File: config.mk
export PLATFORM = sky130hd
export DESIGN_NAME = seq_tx
export DESIGN_NICKNAME = d
export VERILOG_FILES = /design/src/rtl/seq_pkg.sv /design/src/rtl/seq_tx_piso.sv /design/src/rtl/seq_tx.sv
export SDC_FILE = /design/constraint.sdc
export NUM_CORES = 1
export LEC_CHECK = 0
export ABC_AREA = 1
export BUFFER_PORTS_ARGS = -buffer_cell sky130_fd_sc_hd__buf_2
export CORE_ASPECT_RATIO = 0.8
export CORE_MARGIN = 2
export CORE_UTILIZATION = 35
export CTS_BUF_LIST = sky130_fd_sc_hd__clkbuf_8 sky130_fd_sc_hd__clkbuf_16
export CTS_CLUSTER_DIAMETER = 120
export DETAILED_ROUTE_END_ITERATION = 12
export PLACE_DENSITY = 0.57
export SYNTH_ARGS = -nofsm -noshare
export SYNTH_HDL_FRONTEND = slang
export SYNTH_HIERARCHICAL = 1
export SYNTH_SLANG_ARGS = --single-unit
File: constraint.sdc
create_clock -name clk -period 4.8 [get_ports clk]
set_input_delay 0.24 -clock clk [delete_from_list [all_inputs] [get_ports clk]]
set_output_delay 0.24 -clock clk [all_outputs]
set_load 0.05 [all_outputs]
File: src/rtl/seq_pkg.sv
// Shared definitions for the serial frame transmitter: one-hot FSM state
// codes, the state-vector width, the default header and a counter-width helper.
package seq_pkg;

  localparam int STATE_W = 5;

  typedef enum logic [STATE_W-1:0] {
    ST_IDLE  = 5'b00001,
    ST_HDR   = 5'b00010,
    ST_DATA  = 5'b00100,
    ST_PAR   = 5'b01000,
    ST_GUARD = 5'b10000
  } state_e;

  localparam logic [2:0] HDR_101 = 3'b101;

  // Bit counter width: clog2 of the longer of header and payload, at least 1.
  function automatic int cnt_width(input int hdr_w, input int data_w);
    int m;
    m = (hdr_w > data_w) ? hdr_w : data_w;
    return (m <= 1) ? 1 : $clog2(m);
  endfunction

endpackage

File: src/rtl/seq_tx_piso.sv
// Parallel-in/serial-out shift register. Load wins over shift; msb is the
// bit that will be sent next.
module seq_tx_piso #(
  parameter int W = 8
) (
  input  logic         clk,
  input  logic         rst,
  input  logic         load,
  input  logic         shift,
  input  logic [W-1:0] d,
  output logic         msb
);

  logic [W-1:0] shreg_q;

  // Shift register: load a new word or shift left by one, zero-filling.
  always_ff @(posedge clk or negedge rst) begin
    if (!rst) begin
      shreg_q <= '0;
    end else if (load) begin
      shreg_q <= d;
    end else if (shift) begin
      shreg_q <= shreg_q << 1;
    end
  end

  assign msb = shreg_q[W-1];

endmodule

File: src/rtl/seq_tx.sv
// Serial frame transmitter: header, data MSB-first, optional even parity,
// then one guard '0'. Idle line is '0'.
//
// Handshake: start is accepted on a rising edge where start && ready; ready
// is high only in IDLE and equals ~busy. A start while busy is dropped.
//
// dout/busy/done are registered and computed from the next state, so they
// change on the same edge as the state register.
module seq_tx
  import seq_pkg::*;
#(
  parameter int                DATA_W = 8,
  parameter int                HDR_W  = 3,
  parameter logic [HDR_W-1:0]  HDR    = HDR_W'(HDR_101),
  parameter int                PAR_EN = 1
) (
  input  logic              clk,
  input  logic              rst,
  input  logic              start,
  input  logic [DATA_W-1:0] din,
  output logic              dout,
  output logic              busy,
  output logic              ready,
  output logic              done,
  output logic [STATE_W-1:0] state_dbg
);

  localparam int CNT_W = cnt_width(HDR_W, DATA_W);

  state_e              state_q, state_d;
  logic [CNT_W-1:0]    cnt_q, cnt_d;
  logic [DATA_W-1:0]   din_q, din_d;
  logic                dout_q, dout_d;
  logic                busy_q, busy_d;
  logic                done_q, done_d;
  logic                load;
  logic                shift;
  logic                msb;
  logic                hdr_bit;

  seq_tx_piso #(.W(DATA_W)) u_piso (
    .clk   (clk),
    .rst   (rst),
    .load  (load),
    .shift (shift),
    .d     (din),
    .msb   (msb)
  );

  // Next-state, counter and registered-output decode.
  always_comb begin
    state_d = state_q;
    cnt_d   = cnt_q;
    din_d   = din_q;
    load    = 1'b0;
    shift   = 1'b0;
    dout_d  = 1'b0;
    done_d  = 1'b0;
    hdr_bit = 1'b0;

    case (state_q)
      ST_IDLE: begin
        if (start) begin
          state_d = ST_HDR;
          cnt_d   = CNT_W'(HDR_W - 1);
          din_d   = din;
          load    = 1'b1;
        end
      end
      ST_HDR: begin
        if (cnt_q == '0) begin
          state_d = ST_DATA;
          cnt_d   = CNT_W'(DATA_W - 1);
        end else begin
          cnt_d = cnt_q - CNT_W'(1);
        end
      end
      ST_DATA: begin
        if (cnt_q == '0) begin
          state_d = (PAR_EN != 0) ? ST_PAR : ST_GUARD;
        end else begin
          cnt_d = cnt_q - CNT_W'(1);
        end
      end
      ST_PAR: begin
        state_d = ST_GUARD;
      end
      ST_GUARD: begin
        state_d = ST_IDLE;
      end
      default: begin
        state_d = ST_IDLE;
        cnt_d   = '0;
      end
    endcase

    // Output for the cycle about to begin, selected by the state we enter.
    hdr_bit = |(HDR & (HDR_W'(1) << cnt_d));
    case (state_d)
      ST_HDR:   dout_d = hdr_bit;
      ST_DATA: begin
        // Take the current MSB and advance the register on the same edge.
        dout_d = msb;
        shift  = 1'b1;
      end
      ST_PAR:   dout_d = ^din_q;
      ST_GUARD: done_d = 1'b1;
      default:  dout_d = 1'b0;
    endcase

    busy_d = (state_d != ST_IDLE);
  end

  // State, counter, latched payload and output registers.
  always_ff @(posedge clk or negedge rst) begin
    if (!rst) begin
      state_q <= ST_IDLE;
      cnt_q   <= '0;
      din_q   <= '0;
      dout_q  <= 1'b0;
      busy_q  <= 1'b0;
      done_q  <= 1'b0;
    end else begin
      state_q <= state_d;
      cnt_q   <= cnt_d;
      din_q   <= din_d;
      dout_q  <= dout_d;
      busy_q  <= busy_d;
      done_q  <= done_d;
    end
  end

  assign dout      = dout_q;
  assign busy      = busy_q;
  assign done      = done_q;
  assign ready     = ~busy_q;
  assign state_dbg = state_q;

endmodule

==> impl_metrics.toml <==
[power]
peakVddDrop_mv = 0.1676
power.leakage_uw = 0.0009429
p_per_area_mw_per_mm2 = 676.2
total_power_uw = 1156

[timing]
worst-slew-pin-transition_ps = 618.6
hold_viol = 0
fin_crit_sh_pct = 33.75
setup_viol = 0
slew_violations = 0
rsz0062_at_grt = "false"
fmax_ghz = 0.6172
maxSlewHeadroom_pct = 58.76
fin_skew_ps = 6.262
period_needed_ps = 1620
finalSetupTns_ps = 0
setup_ws_ps = 3180

[yosys]
synth_area_leaders = "dfrtp_1, nand2_1, nand3_1"
synth_cells = 203
yosysTopAreaCellShare_pct = 43.08
syn_area_mm2 = 0.001510
ys_seq_area_share_pct = 44.82
avgSynthCellArea_um2 = 7.439
ys_types = 24
yosys_warnings = 6
synth_top_cell_by_area = "dfrtp_1"
ys_seq_elements = 27
syn_nets = 217

[placed_design]
post-place-ws_ps = 3187
numPortBuffers = 19
dp_hpwl_um = 2196
dpl_cell_area_mm2 = 0.001650
gp_congestion = 0.8507

[layout]
antenna_cells = 0
syn2layout_area_growth_pct = 13.17
fin_nets = 240
design_area_mm2 = 0.001709
multi_input_area_um2 = 678.2
final.fill_count = 450
drive_gt1_share_pct = 20.89
seq_area_um2 = 676.9

[clock_network]
cts_buffers = 3
htree_levels = 1
clock-sinks = 27
post-cts-setup-buffers = 0
cts_tree = "built"
clock_latency_ps = 280
clock-root-buffer = "clkbuf_8"
clk_path_buf_depth = 2
path_clk_slew_ps = 100

[floorplanning]
fp.dieH_um = 62.75
die_x_um = 77.44
pin_count = 20
fp.coreArea_mm2 = 0.004178
start_util_pct = 36.15
die_area_mm2 = 0.004859
core.rowCount = 21

[worst_setup_path]
critPathKind = "reg2reg"
path_max_fanout = 8
start_kind = "register"
required_ps = 4970
crit_path_end_kind = "register"
arrival_ps = 1790

[detailed_routing]
drtIter0Drc = 93
drc = 0
post_drt_wl_per_cell_um = 10.64
vias_per_cell = 4.390
vias = 1238
drt-total-wl_um = 3001
dr.pass1.iters = 4
ant_nets = 0

[hold_path]
hold_class = "in2reg"

[global_route]
grt_max_degree = 28
grt_pass1_wl_um = 5168
antenna_found_initial = 0
overflow = 0
grt_pass1_vias = 1148
grt.total_usage_pct = 13.61

[outcome]
status = "finished clean"

[flow_run]
cap_violations = 0
## critical path, stage by stage (launching register included)
cell	delay (ps)
dfrtp_1	410
inv_1	100
ha_1	170
nand2_2	110
inv_2	130
nand2_1	120
o21ai_0	100
buf_4	210
nor2_8	60
nand2_1	60
nand3_1	60
## path summary, 6_finish.rpt
| kind | slack, ps | to | start | depth (start not counted) |
|---|---|---|---|---|
| setup / recovery | 3180 | u_piso/shreg_q[7] | cnt_q[0] | 10 |
| hold / removal | 170 | u_piso/shreg_q[0] | din[0] | 3 |
| setup reg to reg | 3180 | u_piso/shreg_q[7] | cnt_q[0] | 10 |
| hold reg to reg | 500 | u_piso/shreg_q[5] | u_piso/shreg_q[5] | 2 |
| max in group asynchronous | 3900 | cnt_q[0] | rst | 2 |
| min in group asynchronous | 500 | din_q[3] | rst | 2 |
## where the power goes
group / switching [µW] / internal (µW)
clock: 79.2 / 59.2
sequential: 57.6 / 327
combinational: 440 / 193
## placed cells by master, fill, tap and decap left out, drive strengths merged
master / netlist / layout
nand3: 20 / 20
clkinvlp: 0 / 1
o21ai: 15 / 15
dlygate4sd3: 0 / 1
dfstp: 1 / 1
clkbuf: 0 / 3
nand4: 1 / 1
inv: 31 / 31
nor2: 11 / 11
ha: 3 / 3
nand2: 89 / 89
or2: 1 / 1
a21oi: 1 / 1
buf: 3 / 20
nor3: 1 / 1
dfrtp: 26 / 26
## per-stage QoR
stage               util, %  instances  hold WS, ps
finish                40.91        282        172.3
global route          40.91        282        188.0
CTS                   40.91        282        170.5
detailed placement    39.50        277        298.3
global placement      39.50        277        293.6
floorplan                 -        203       -55.59
## layout make-up
type	instances	area share, %
well taps	57	4.173
clock inverters	1	0.4392
inverters	31	7.101
flip-flops and latches	27	39.60
multi-input cells	142	39.68
clock buffers	3	2.416
repair buffers	21	6.589
## layer usage
metal,GRT usage (%),routed length [µm],vias up
met5,0,0,-
met4,6.027,61,0
met3,1.301,62,5
met2,20.87,1277,18
met1,19.59,1600,546
li1,-,-,669
## sequential cells by signal (all words and copies together) (netlist names)
| register | count |
|---|---|
| din_q | 8 |
| u_piso/shreg_q | 8 |
| state_dbg | 5 |
| cnt_q | 3 |
| busy | 1 |
| done | 1 |
| dout | 1 |
## synthesized netlist by cell type
library cell / n
a21oi_1: 1
buf_4: 1
buf_6: 1
buf_8: 1
dfrtp_1: 26
dfstp_2: 1
ha_1: 3
inv_1: 24
inv_2: 6
inv_6: 1
nand2_1: 84
nand2_2: 4
nand2_4: 1
nand3_1: 20
nand4_1: 1
nor2_1: 5
nor2_2: 3
nor2_4: 2
nor2_8: 1
nor3_1: 1
o21ai_0: 5
o21ai_1: 7
o21ai_2: 3
or2_2: 1
## cells by family after synthesis
group	after synthesis	synth area share, %
adders and majority gates	3	2.486
buffers and inverters	34	10.27
and+or+nand+nor	123	36.37
AOI/OAI and AO/OA	16	6.048
DFF	27	44.82
## timing repair
action | CTS | global route
resized for setup | 0 | 0
hold buffers | 1 | 0
endpoints found under the hold margin | 26 | 0
Power figures use the tool's default switching activity.
